File: config.mk
export PLATFORM = sky130hd
export DESIGN_NAME = mesh_term_injector
export DESIGN_NICKNAME = d
export VERILOG_FILES = /design/src/rtl/mesh_term_injector.sv
export SDC_FILE = /design/constraint.sdc
export NUM_CORES = 1
export LEC_CHECK = 0
export ABC_AREA = 1
export CORE_UTILIZATION = 45
export CTS_BUF_LIST = sky130_fd_sc_hd__clkbuf_4 sky130_fd_sc_hd__clkbuf_8
export DETAILED_ROUTE_END_ITERATION = 6
export GPL_TIMING_DRIVEN = 0
export PLACE_DENSITY = 0.74
export SETUP_SLACK_MARGIN = 0.15
export SLEW_MARGIN = 15
export SYNTH_ARGS = -nofsm -noshare
export SYNTH_HDL_FRONTEND = slang
export SYNTH_SLANG_ARGS = --single-unit
File: constraint.sdc
create_clock -name clk_i -period 3.4 [get_ports clk_i]
set_input_delay 0.51 -clock clk_i [delete_from_list [all_inputs] [get_ports clk_i]]
set_output_delay 0.51 -clock clk_i [all_outputs]
set_load 0.02 [all_outputs]
File: src/rtl/mesh_term_injector.sv
`default_nettype none
// mesh_term_injector: terminal-side source that validates host requests, builds mesh headers and queues them for the router.
// Revision: 1.0

module mesh_term_injector #(
  parameter int         ROWS       = 4,
  parameter int         COLUMNS    = 4,
  parameter int         PAKG_SIZE  = 32,
  parameter int         FIFO_DEPTH = 16,
  parameter int         MY_ROW     = 0,
  parameter int         MY_COL     = 1,
  parameter logic [7:0] BDCST      = 8'hFF
) (
  input  logic                          clk_i,
  input  logic                          rst_i,
  input  logic                          req_valid_i,
  output logic                          req_ready_o,
  input  logic [3:0]                    req_row_i,
  input  logic [3:0]                    req_col_i,
  input  logic                          req_mode_i,
  input  logic                          req_bcst_i,
  input  logic [PAKG_SIZE-18:0]         req_payload_i,
  output logic                          pndng_o,
  output logic [PAKG_SIZE-1:0]          data_out_o,
  input  logic                          popin_i,
  output logic                          drop_o,
  output logic [15:0]                   drop_cnt_o,
  output logic [15:0]                   sent_cnt_o,
  output logic [$clog2(FIFO_DEPTH):0]   count_o
);

  localparam int         AW         = $clog2(FIFO_DEPTH);
  localparam int         CW         = AW + 1;
  localparam logic [CW-1:0] c_FULL  = CW'(FIFO_DEPTH);
  localparam logic [3:0] c_ROW_LAST = 4'(ROWS + 1);
  localparam logic [3:0] c_COL_LAST = 4'(COLUMNS + 1);
  localparam logic [3:0] c_ROWS     = 4'(ROWS);
  localparam logic [3:0] c_COLS     = 4'(COLUMNS);
  localparam logic [3:0] c_MY_ROW   = 4'(MY_ROW);
  localparam logic [3:0] c_MY_COL   = 4'(MY_COL);

  typedef enum logic [0:0] {S_EMPTY = 1'b0, S_PENDING = 1'b1} state_t;

  state_t                 r_state;
  logic [PAKG_SIZE-1:0]   r_mem [FIFO_DEPTH];
  logic [PAKG_SIZE-1:0]   r_data;
  logic [AW-1:0]          r_head;
  logic [AW-1:0]          r_tail;
  logic [CW-1:0]          r_count;
  logic                   r_drop;
  logic [15:0]            r_drop_cnt;
  logic [15:0]            r_sent_cnt;

  logic                   w_push;
  logic                   w_row_edge;
  logic                   w_col_edge;
  logic                   w_row_in;
  logic                   w_col_in;
  logic                   w_self;
  logic                   w_valid;
  logic                   w_wr;
  logic                   w_pop;
  logic [7:0]             w_dest;
  logic [PAKG_SIZE-1:0]   w_word;
  logic [AW-1:0]          w_head_nxt;
  logic [CW-1:0]          w_cnt_after_pop;
  logic [CW-1:0]          w_cnt_nxt;

  assign req_ready_o = (r_count != c_FULL);
  assign w_push      = req_valid_i & req_ready_o;

  // Destinations must be edge terminals (corners excluded) and not this terminal itself.
  assign w_row_edge = (req_row_i == 4'd0) || (req_row_i == c_ROW_LAST);
  assign w_col_edge = (req_col_i == 4'd0) || (req_col_i == c_COL_LAST);
  assign w_row_in   = (req_row_i != 4'd0) && (req_row_i <= c_ROWS);
  assign w_col_in   = (req_col_i != 4'd0) && (req_col_i <= c_COLS);
  assign w_self     = (req_row_i == c_MY_ROW) && (req_col_i == c_MY_COL);
  assign w_valid    = req_bcst_i | (((w_row_edge & w_col_in) | (w_col_edge & w_row_in)) & ~w_self);

  assign w_dest = req_bcst_i ? BDCST : {req_row_i, req_col_i};
  assign w_word = {8'h00, w_dest, req_mode_i, req_payload_i};

  assign w_wr            = w_push & w_valid;
  assign w_pop           = popin_i & (r_state == S_PENDING);
  assign w_head_nxt      = w_pop ? r_head + AW'(1) : r_head;
  assign w_cnt_after_pop = r_count - CW'(w_pop);
  assign w_cnt_nxt       = w_cnt_after_pop + CW'(w_wr);

  always_ff @(posedge clk_i) begin
    if (w_wr) begin
      r_mem[r_tail] <= w_word;
    end
  end

  always_ff @(posedge clk_i or negedge rst_i) begin
    if (!rst_i) begin
      r_state    <= S_EMPTY;
      r_data     <= '0;
      r_head     <= '0;
      r_tail     <= '0;
      r_count    <= '0;
      r_drop     <= 1'b0;
      r_drop_cnt <= '0;
      r_sent_cnt <= '0;
    end else begin
      r_head  <= w_head_nxt;
      r_count <= w_cnt_nxt;
      r_drop  <= w_push & ~w_valid;
      if (w_wr) begin
        r_tail <= r_tail + AW'(1);
      end
      if (w_push && !w_valid && r_drop_cnt != 16'hFFFF) begin
        r_drop_cnt <= r_drop_cnt + 16'd1;
      end
      if (w_pop && r_sent_cnt != 16'hFFFF) begin
        r_sent_cnt <= r_sent_cnt + 16'd1;
      end
      case (r_state)
        S_EMPTY: begin
          if (w_wr) begin
            r_state <= S_PENDING;
            r_data  <= w_word;
          end
        end
        S_PENDING: begin
          if (w_cnt_nxt == '0) begin
            r_state <= S_EMPTY;
          end else if (w_pop) begin
            // The new head may be the word being written this very cycle.
            r_data <= (w_cnt_after_pop == '0) ? w_word : r_mem[w_head_nxt];
          end
        end
        default: r_state <= S_EMPTY;
      endcase
    end
  end

  assign pndng_o    = (r_state == S_PENDING);
  assign data_out_o = r_data;
  assign drop_o     = r_drop;
  assign drop_cnt_o = r_drop_cnt;
  assign sent_cnt_o = r_sent_cnt;
  assign count_o    = r_count;

endmodule

`default_nettype wire

# == After elaboration in Yosys (flattened, before gate mapping) ==
# Memories as Yosys holds them, arrays and structs flattened.
# Cells that the tools add are included.
# totals
n_memories,1
in_bits,29
elab_cells,65
romBits,0
latch_bits,0
regBits,79
out_inout_bits,72
mem_bits_rw,384
# op_classes
shift,0
n_mux,11
mul,0
magnitude_cmp,2
n_div,0
bitwise,12
add_sub_neg,6
n_eq_ne,9
reduce_logical,16
# memory_table
name,words,width,rd,rd_ports_with_merged_regs,write_ports,line,rtl
r_mem,16,24,1,0,1,45,logic [PAKG_SIZE-1:0] r_mem [FIFO_DEPTH];
# ops
cell,count
$mux 32,4
$pmux 32 s2,1
$add 16x1->16 const B,2
$ne 16x16->1 const B,2
$logic_not 5->1,2
$add 4x1->4 const B,2
$eq 4x3->1 const B,2
$le 4x3->1 const B,2
$logic_not 4->1,2
$mux 8,1
$reduce_bool 4->1,2
$and 1x1->1,7
$logic_and 1x1->1,6
$add 5x1->5,1
$ne 5x5->1 const B,1
$sub 5x1->5,1
$eq 4x1->1 const B,1
$mux 4,1
$ne 2x2->1 const B,2
$mux 1,3
$not 1->1,3
$reduce_and 3->1,1
$logic_or 1x1->1,2
$ne 2x1->1 const B,1
other kinds (3),4

# == Logic depth before layout (Yosys ltp) ==
# Gate-level depths: netlist of the first run.
# logic_depth
word_depth,11
mapped_depth,20
depth_no_buf,19

# == Least setup slack after synthesis of the first run ==
# Ideal clock, no wire load.
# synth_path
path_type,register to register
from,"reg r_count[2], in the netlist count_o[2]"
to,"mem r_mem[11][0] (netlist name), enable pin"
path_slack_ns,0.492
n_path_buf,0
setup_ns,0.405
synth_period_minus_slack_ns,2.908
stages_incl_launch_ff,7
t_required_ns,2.995
arrival_time_ns,2.503
cell_sequence,dfrtp_1 -> nor2_1 -> nand4_1 -> nand2_1 -> a21oi_2 -> nand2_1 -> nor2_1
# synth_between
elab_chain_len,5
# synth_rtl
item,line,rtl
from (decl),49,logic [CW-1:0] r_count;
from (signal assigned),107,r_count <= w_cnt_nxt;
$ne 5x5->1,69,assign req_ready_o = (r_count != c_FULL);
via req_ready_o,17,"output logic req_ready_o,"
$and 1x1->1,70,assign w_push = req_valid_i & req_ready_o;
$and 1x1->1,83,assign w_wr = w_push & w_valid;
via w_wr,61,logic w_wr;
$mux 1,90,if (w_wr) begin
$mux 1 (implied by the code),91,r_mem[r_tail] <= w_word;
to (decl),45,
# The timed path passes the listed nets, and every way through them passes these cells.

# == Worst setup path after layout of the first run ==
# layout_path
from,"reg r_state, in the netlist pndng_o"
to,"reg r_data[9], in the netlist data_out_o[9]"
# layout_between
elab_chain_len,7
word_cells_on_any_way,16
cone_classes,2 x add/sub; 3 x eq/ne; 5 x mux; 2 x bitwise; 3 x reduce/logical; 1 x memory
# layout_rtl
item,line,rtl
from (decl),44,state_t r_state;
from (signal assigned),97,r_state <= S_EMPTY;
from (signal assigned),121,r_state <= S_PENDING;
from (signal assigned),127,r_state <= S_EMPTY;
branches (longest 7 deep; another with $sub 5x1->5),--,
to (signal assigned),122,r_data <= w_word;
to (signal assigned),130,r_data <= (w_cnt_after_pop == '0) ? w_word : r_mem[w_head_nxt];
to (decl),46,logic [PAKG_SIZE-1:0] r_data;
# Several ways; the timed one is not identified. The select of a mux whose other input is x is not followed.
# A chain may end at the register's enable or synchronous reset.

==> results of run 1 <==
## metal layers
layer	share of wire (%)	global-route usage, %
met5	0.11	0.938
met4	4.2	11.8
met3	12	6.54
met2	46	40.9
met1	38	33.0
## cell usage after synthesis (all sizes together), types with 18 or more instances
cell and instances:
buf 84, clkbuf 35, dfrtp 71, edfxtp 384, inv 267, nand2 351
nand3 414, nand3b 168, nand4 34, nor2 53, or2 19, xnor2 18
## cell type report
cell class,instances,area share (%)
well taps,600,3.08
multi-input cells,1112,24.3
inverters,268,4.12
clock inverters,23,0.610
repair buffers,113,5.69
flip-flops and latches,455,54.5
plain buffers,119,2.41
clock buffers,109,5.30
## logic make-up (layout without fill, tap and decap cells)
| kind of cell | after synthesis | count (layout) | synth area share (%) |
|---|---|---|---|
| buf+inv | 387 | 632 | 7.63 |
| simple gates | 1044 | 1044 | 25.3 |
| other cells | 1 | 8 | 0.0182 |
| compound gates | 14 | 14 | 0.376 |
| xor+xnor | 35 | 35 | 1.52 |
| flops | 455 | 455 | 64.5 |
| fa+ha+maj | 11 | 11 | 0.667 |
## repair_timing
item / in CTS / in global routing
gates cloned: 0 / 0
pin swaps: 0 / 2
endpoints found under the hold margin: 19 / 0
endpoints found under the setup margin: 23 / 23
setup buffers: 0 / 4
resized for setup: 6 / 9
hold buffers: 1 / 0
## registers in the layout, indices dropped and copies added, names as in the netlist
register / flops
r_mem: 384
data_out_o: 24
drop_cnt_o: 16
sent_cnt_o: 16
count_o: 5
r_head: 4
r_tail: 4
drop_o: 1
pndng_o: 1
## layout by cell type (no fill, tap or decap), types with 6 or more instances in the layout
cell type / count
clkbuf_8: 76
clkbuf_1: 33
buf_2: 54
clkinv_2: 7
clkbuf_4: 33
nand3_1: 413
ha_1: 11
clkdlybuf4s50_1: 89
inv_1: 265
o21ai_1: 6
nor2_1: 37
dfrtp_1: 70
buf_1: 13
nor2_4: 16
clkinv_1: 10
edfxtp_1: 384
nand4_1: 34
buf_16: 13
nand3b_1: 168
conb_1: 8
xnor2_1: 18
xor2_1: 16
nand2_1: 346
buf_4: 20
or2_2: 18
## power by group through the flow
stage	logic, W	registers (W)	clock network [W]
floorplan	0.00490	0.00728	0
global placement	0.00827	0.00703	0
detailed placement	0.00865	0.00703	0
CTS	0.00870	0.00692	0.00474
global route	0.00955	0.00697	0.00498
finish	0.00901	0.00692	0.00472
## how the worst min path moves through the flow
stage / start / endpoint / cells after the start
3_3_place_gp: data_out_o[9] / data_out_o[9] / 2
6_report: rst_i / r_head[3] / 2
3_5_place_dp: rst_i / data_out_o[5] / 1
2_1_floorplan: rst_i / count_o[0] / 0
5_1_grt: rst_i / data_out_o[14] / 2
4_1_cts: rst_i / r_head[0] / 2
## through the flow
stage | setup WS [ns] | total power [W] | utilization (%) | hold slack [ns]
floorplan | 0.492 | 0.0122 | - | 0.214
detailed placement | -0.778 | 0.0157 | 50.5 | 0.467
finish | 0.212 | 0.0207 | 53.9 | 0.371
global placement | -1.54 | 0.0153 | 49.3 | 0.466
CTS | 0.169 | 0.0204 | 53.8 | 0.355
global route | 0.155 | 0.0215 | 53.9 | 0.370
==> flow_metrics.tcl, run 1 <==
set metrics [dict create \
    grt_max_degree 53 \
    finalNonFillerCells 2799 \
    yosys.cell_types.count 31 \
    fmax_ghz 0.314 \
    synth-seq-cells 455 \
    critPathKind "reg2reg" \
    p_leak_nw 9.78 \
    pwr-share-seq_pct 33.5 \
    cts-htree-levels 3 \
    clk-insertion-delay-late_ns 0.64 \
    synth_edf_count 384 \
    clk_pin_slew_ns 0.06 \
    fin_area_sq_um 24400 \
    grt_pass1_wl_um 89800 \
    slew_headroom_pct 35.3 \
    worst-endpoint-arrival_ns 3.70 \
    period_share_pct 93.8 \
    seqCellArea_sq_um 13300 \
    overflow 0 \
    numCtsBuffers 72 \
    syn_area_per_cell_sq_um 10.6 \
    firstDrtPassIters 6 \
    dp.cells 2662 \
    wl_per_cell_um 21.5 \
    ioPinCount 101 \
    crit_chain "nand2_2, inv_2, ha_1, ha_1, xnor2_1, nand3_1, nor2_1, nand2_1, nand2_2, inv_1, clkbuf_1, nand3_1, nand4_1, nand2_1" \
    end_kind "flip-flop" \
    diodes 0 \
    p_per_area_nw_per_um2 846 \
    cp-start-kind "flip-flop" \
    synth_top_area_cell "edfxtp_1" \
    die_height_um 216 \
    multi_input_area_sq_um 5920 \
    layout-drive-gt1-share_pct 12.1 \
    cp.required_ns 3.91 \
    crit_cells 14 \
    synthTopCellsByArea "edfxtp_1 56%, nand3_1 10%, dfrtp_1 8.6%, nand2_1 6.3%, nand3b_1 6.1%" \
    cts_num_sinks 455 \
    rows 78 \
    synth_cells 1947 \
    yosysSeqAreaShare_pct 64.5 \
    drv_cap 0 \
    slew_viol_final 0 \
    fin_tns_setup_ns 0 \
    cp_top_family "simple AND/OR/NAND/NOR gates" \
    outcome "complete, no violations" \
    areaGrowthSynthToFinish_pct 18.2 \
    hpwl_um 39600 \
    p_sw_share_pct 42.4 \
    drc 0 \
    yosys_warnings 0 \
    fp.coreArea_sq_um 45300 \
    ir_drop_v 0.000739 \
    synth_area_sq_um 20600 \
    die_w_um 216 \
    cts_tree "yes" \
    crit_start "pndng_o" \
    rsz0062_at_grt "false" \
    start_util_pct 45.6 \
    hp-class "in2async" \
    grt_usage_pct 25.7 \
    avgViaCountPerCell 5.58 \
    path_max_fanout 10 \
    setup_viol 0 \
    critical-path-slowest-cell "clkbuf_1" \
    min_period_ns 3.19 \
    finClkSkew_ns 0.0323 \
    r2r_end "data_out_o[9]" \
    internal_power_w 0.0119 \
    reg2reg_setup_slack_ns 0.21 \
    slowest_delay_ns 0.64 \
    worstMarginPinSlew_ns 0.970 \
    fillers 3779 \
    pwr-share-comb_pct 43.6 \
    clk_path_buf_depth 3 \
    routed_wl_um 60200 \
    root_buffer "clkbuf_8" \
    num_vias 15609 \
    p_clk_share_pct 22.9 \
    postRouteAntennaNets 0 \
    p_switching_w 0.00875 \
    place_area_sq_um 22900 \
    async_flop_share_pct 15.6 \
    critPathCapture "data_out_o[9]" \
    ff2ff_path_depth 14 \
    crit_buf_inv 3 \
    place.gp.congestion 0.893 \
    drt-initial-drc-count 1890 \
    yosys.area.top_type_share_pct 55.9 \
    hold_violations 0 \
    r2r_start "pndng_o" \
    die_area_sq_um 46700 \
    first_global_vias 15292 \
    port_buffers 91 \
    synth_flop_cell "edfxtp_1" \
    final_net_count 2181 \
    antenna_found_initial 1 \
]
No activity file was read; power rests on OpenSTA's default activity.
==> inputs of run 2 (changes only) <==
--- a/config.mk
+++ b/config.mk
@@ -6,6 +6,7 @@
 export NUM_CORES = 1
 export LEC_CHECK = 0
 export ABC_AREA = 1
+export CORE_MARGIN = 2
 export CORE_UTILIZATION = 45
 export CTS_BUF_LIST = sky130_fd_sc_hd__clkbuf_4 sky130_fd_sc_hd__clkbuf_8
 export DETAILED_ROUTE_END_ITERATION = 6
==> constraint.sdc (replaced) <==
create_clock -name clk_i -period 3.4 [get_ports clk_i]
set_input_delay 0.34 -clock clk_i [delete_from_list [all_inputs] [get_ports clk_i]]
set_output_delay 0.34 -clock clk_i [all_outputs]
set_load 0.02 [all_outputs]
==> run 2 against run 1 <==
Worst setup slack lost 0.042 ns. Wire length shrank 0.57%. Sequential cell count unchanged. Cell area fell by 0.17%. The flow now finishes with violations (DRC). Cell count rose by 0.18%. Utilization shrank 0.094 points. Register-to-register slack got worse by 0.04 ns. Sequential power is essentially flat. Combinational power down 0.7%. Global-route usage decreased by 0.46 points. Power shrank 0.45%.
==> flow_metrics.tcl, run 2 (synthesis results as in run 1) <==
set metrics [dict create \
    violations "DRC" \
    wl_per_cell_um 21.3 \
    cts_tree "yes" \
    path_max_fanout 10 \
    p_leak_nw 9.74 \
    slowest_delay_ns 0.66 \
    grt_util_met3_pct 6.71 \
    clk_path_buf_depth 3 \
    grt_max_degree 53 \
    finClkSkew_ns 0.0309 \
    firstDrtPassIters 7 \
    overflow 0 \
    dp_slack_ns -0.580 \
    start_util_pct 45.6 \
    drt-initial-drc-count 2144 \
    hpwl_um 39300 \
    root_buffer "clkbuf_8" \
    slew_viol_final 0 \
    crit_chain "nand2_2, inv_2, ha_1, ha_1, nand2_1, nand2_1, nand2_1, nand2_1, nand2_2, inv_1, clkbuf_1, nand3_1, nand4_1, nand2_1" \
    grt_pass1_wl_um 88900 \
    fmax_ghz 0.310 \
    clk_pin_slew_ns 0.06 \
    p_per_area_nw_per_um2 844 \
    hold_violations 0 \
    path_common_cell "nand2_1" \
    first_global_vias 15131 \
    worst-endpoint-arrival_ns 3.77 \
    hp-class "in2async" \
    final_cell_mix "413 x nand3_1, 384 x edfxtp_1, 346 x nand2_1" \
    final_net_count 2181 \
    numCtsBuffers 75 \
    use_met2_pct 39.4 \
    routed_wl_um 59900 \
    dp.cells 2662 \
    cp.required_ns 3.94 \
    port_buffers 91 \
    grt_usage_pct 25.3 \
    fin_tns_setup_ns 0 \
    die_height_um 218 \
    worstMarginPinSlew_ns 1.04 \
    period_share_pct 95.0 \
    postRouteAntennaNets 0 \
    outcome "finished, violations left" \
    crit_buf_inv 3 \
    total_power_w 0.0206 \
    critPathKind "reg2reg" \
    die_w_um 218 \
    cts_num_sinks 455 \
    ir_drop_v 0.000762 \
    min_period_ns 3.23 \
    avgViaCountPerCell 5.52 \
    slew_headroom_pct 30.5 \
    cp_top_family "simple AND/OR/NAND/NOR gates" \
    met1_usage_pct 32.6 \
    finalNonFillerCells 2804 \
    final_common_cell "nand3_1" \
    cp-start-kind "flip-flop" \
    rsz0062_at_grt "false" \
    place.gp.congestion 0.887 \
    fp.coreArea_sq_um 45300 \
    setup_ws_ns 0.171 \
    setup_viol 0 \
    regMostFlops "r_mem" \
    cts-htree-levels 3 \
    top_usage_layer "met2" \
    ioPinCount 101 \
    layout-drive-gt1-share_pct 11.8 \
    num_vias 15479 \
    clk-insertion-delay-late_ns 0.68 \
    end_kind "flip-flop" \
    fin_util_pct 53.8 \
    drv_cap 0 \
    antenna_found_initial 0 \
    die_area_sq_um 47600 \
    rows 78 \
    largest_reg_flops 384 \
    drc 8 \
    areaGrowthSynthToFinish_pct 18.0 \
    critical-path-slowest-cell "clkbuf_1" \
]
run 2: changes by cell type in the layout (fill, tap and decap cells not counted), sizes merged:
cell and delta:
clkinv +19, diode +1, dlymetal6s2s -1, clkinvlp +3, inv -3, buf -4
clkbuf -11, clkdlybuf4s50 +1
run 2: layer usage:
layer / share of wire, % / vias to the layer above
met5: 0 / -
li1: - / 6988
met1: 38 / 7313
met3: 12 / 196
met2: 46 / 982
met4: 4.6 / 0
run 2: cell type report:
cell class                      count  area, sq um
Fill cell                        3799        20900
Clock inverter                     42          226
Timing Repair Buffer              110         1340
Clock buffer                       97         1220
Multi-Input combinational cell   1112         5930
Buffer                            119          581
Antenna cell                        1         2.50
Tap cell                          600          751
Sequential cell                   455        13300
Inverter                          268         1010
run 2: stage by stage:
| step | hold slack, ns | cell area, sq um |
|---|---|---|
| floorplan | 0.0444 | 20700 |
| global placement | 0.465 | 22300 |
| detailed placement | 0.298 | 22900 |
| CTS | 0.157 | 24300 |
| global route | 0.168 | 24400 |
| finish | 0.159 | 24400 |
run 2: repair_timing:
| item | in CTS | in global routing |
|---|---|---|
| endpoints found under the hold margin | 54 | 0 |
| pin swaps | 0 | 1 |
| hold buffers | 1 | 0 |
| resized for setup | 5 | 8 |
| setup endpoints to repair | 20 | 23 |
| buffers inserted | 0 | 1 |
run 2: final timing paths:
path | cells after the start | slack, ns | from | endpoint
min in group clk_i | 5 | 0.26 | req_bcst_i | data_out_o[21]
max in group asynchronous | 3 | 2.61 | rst_i | pndng_o
max | 14 | 0.17 | pndng_o | data_out_o[8]
max reg2reg | 14 | 0.17 | pndng_o | data_out_o[8]
min reg2reg | 2 | 0.48 | data_out_o[11] | data_out_o[11]
min | 2 | 0.16 | rst_i | data_out_o[3]
run 2: where the power goes:
| group | internal (W) | switching [W] |
|---|---|---|
| clock | 0.00243 | 0.00225 |
| combinational | 0.00274 | 0.00622 |
| sequential | 0.00661 | 0.000316 |
run 2: worst reg2reg max path, cell delays in order, from the launching register on:
cell and delay, ns:
dfrtp_2 0.49, nand2_2 0.13, inv_2 0.20, ha_1 0.24
ha_1 0.29, nand2_1 0.09, nand2_1 0.06, nand2_1 0.09
nand2_1 0.10, nand2_2 0.18, inv_1 0.17, clkbuf_1 0.66
nand3_1 0.19, nand4_1 0.15, nand2_1 0.09
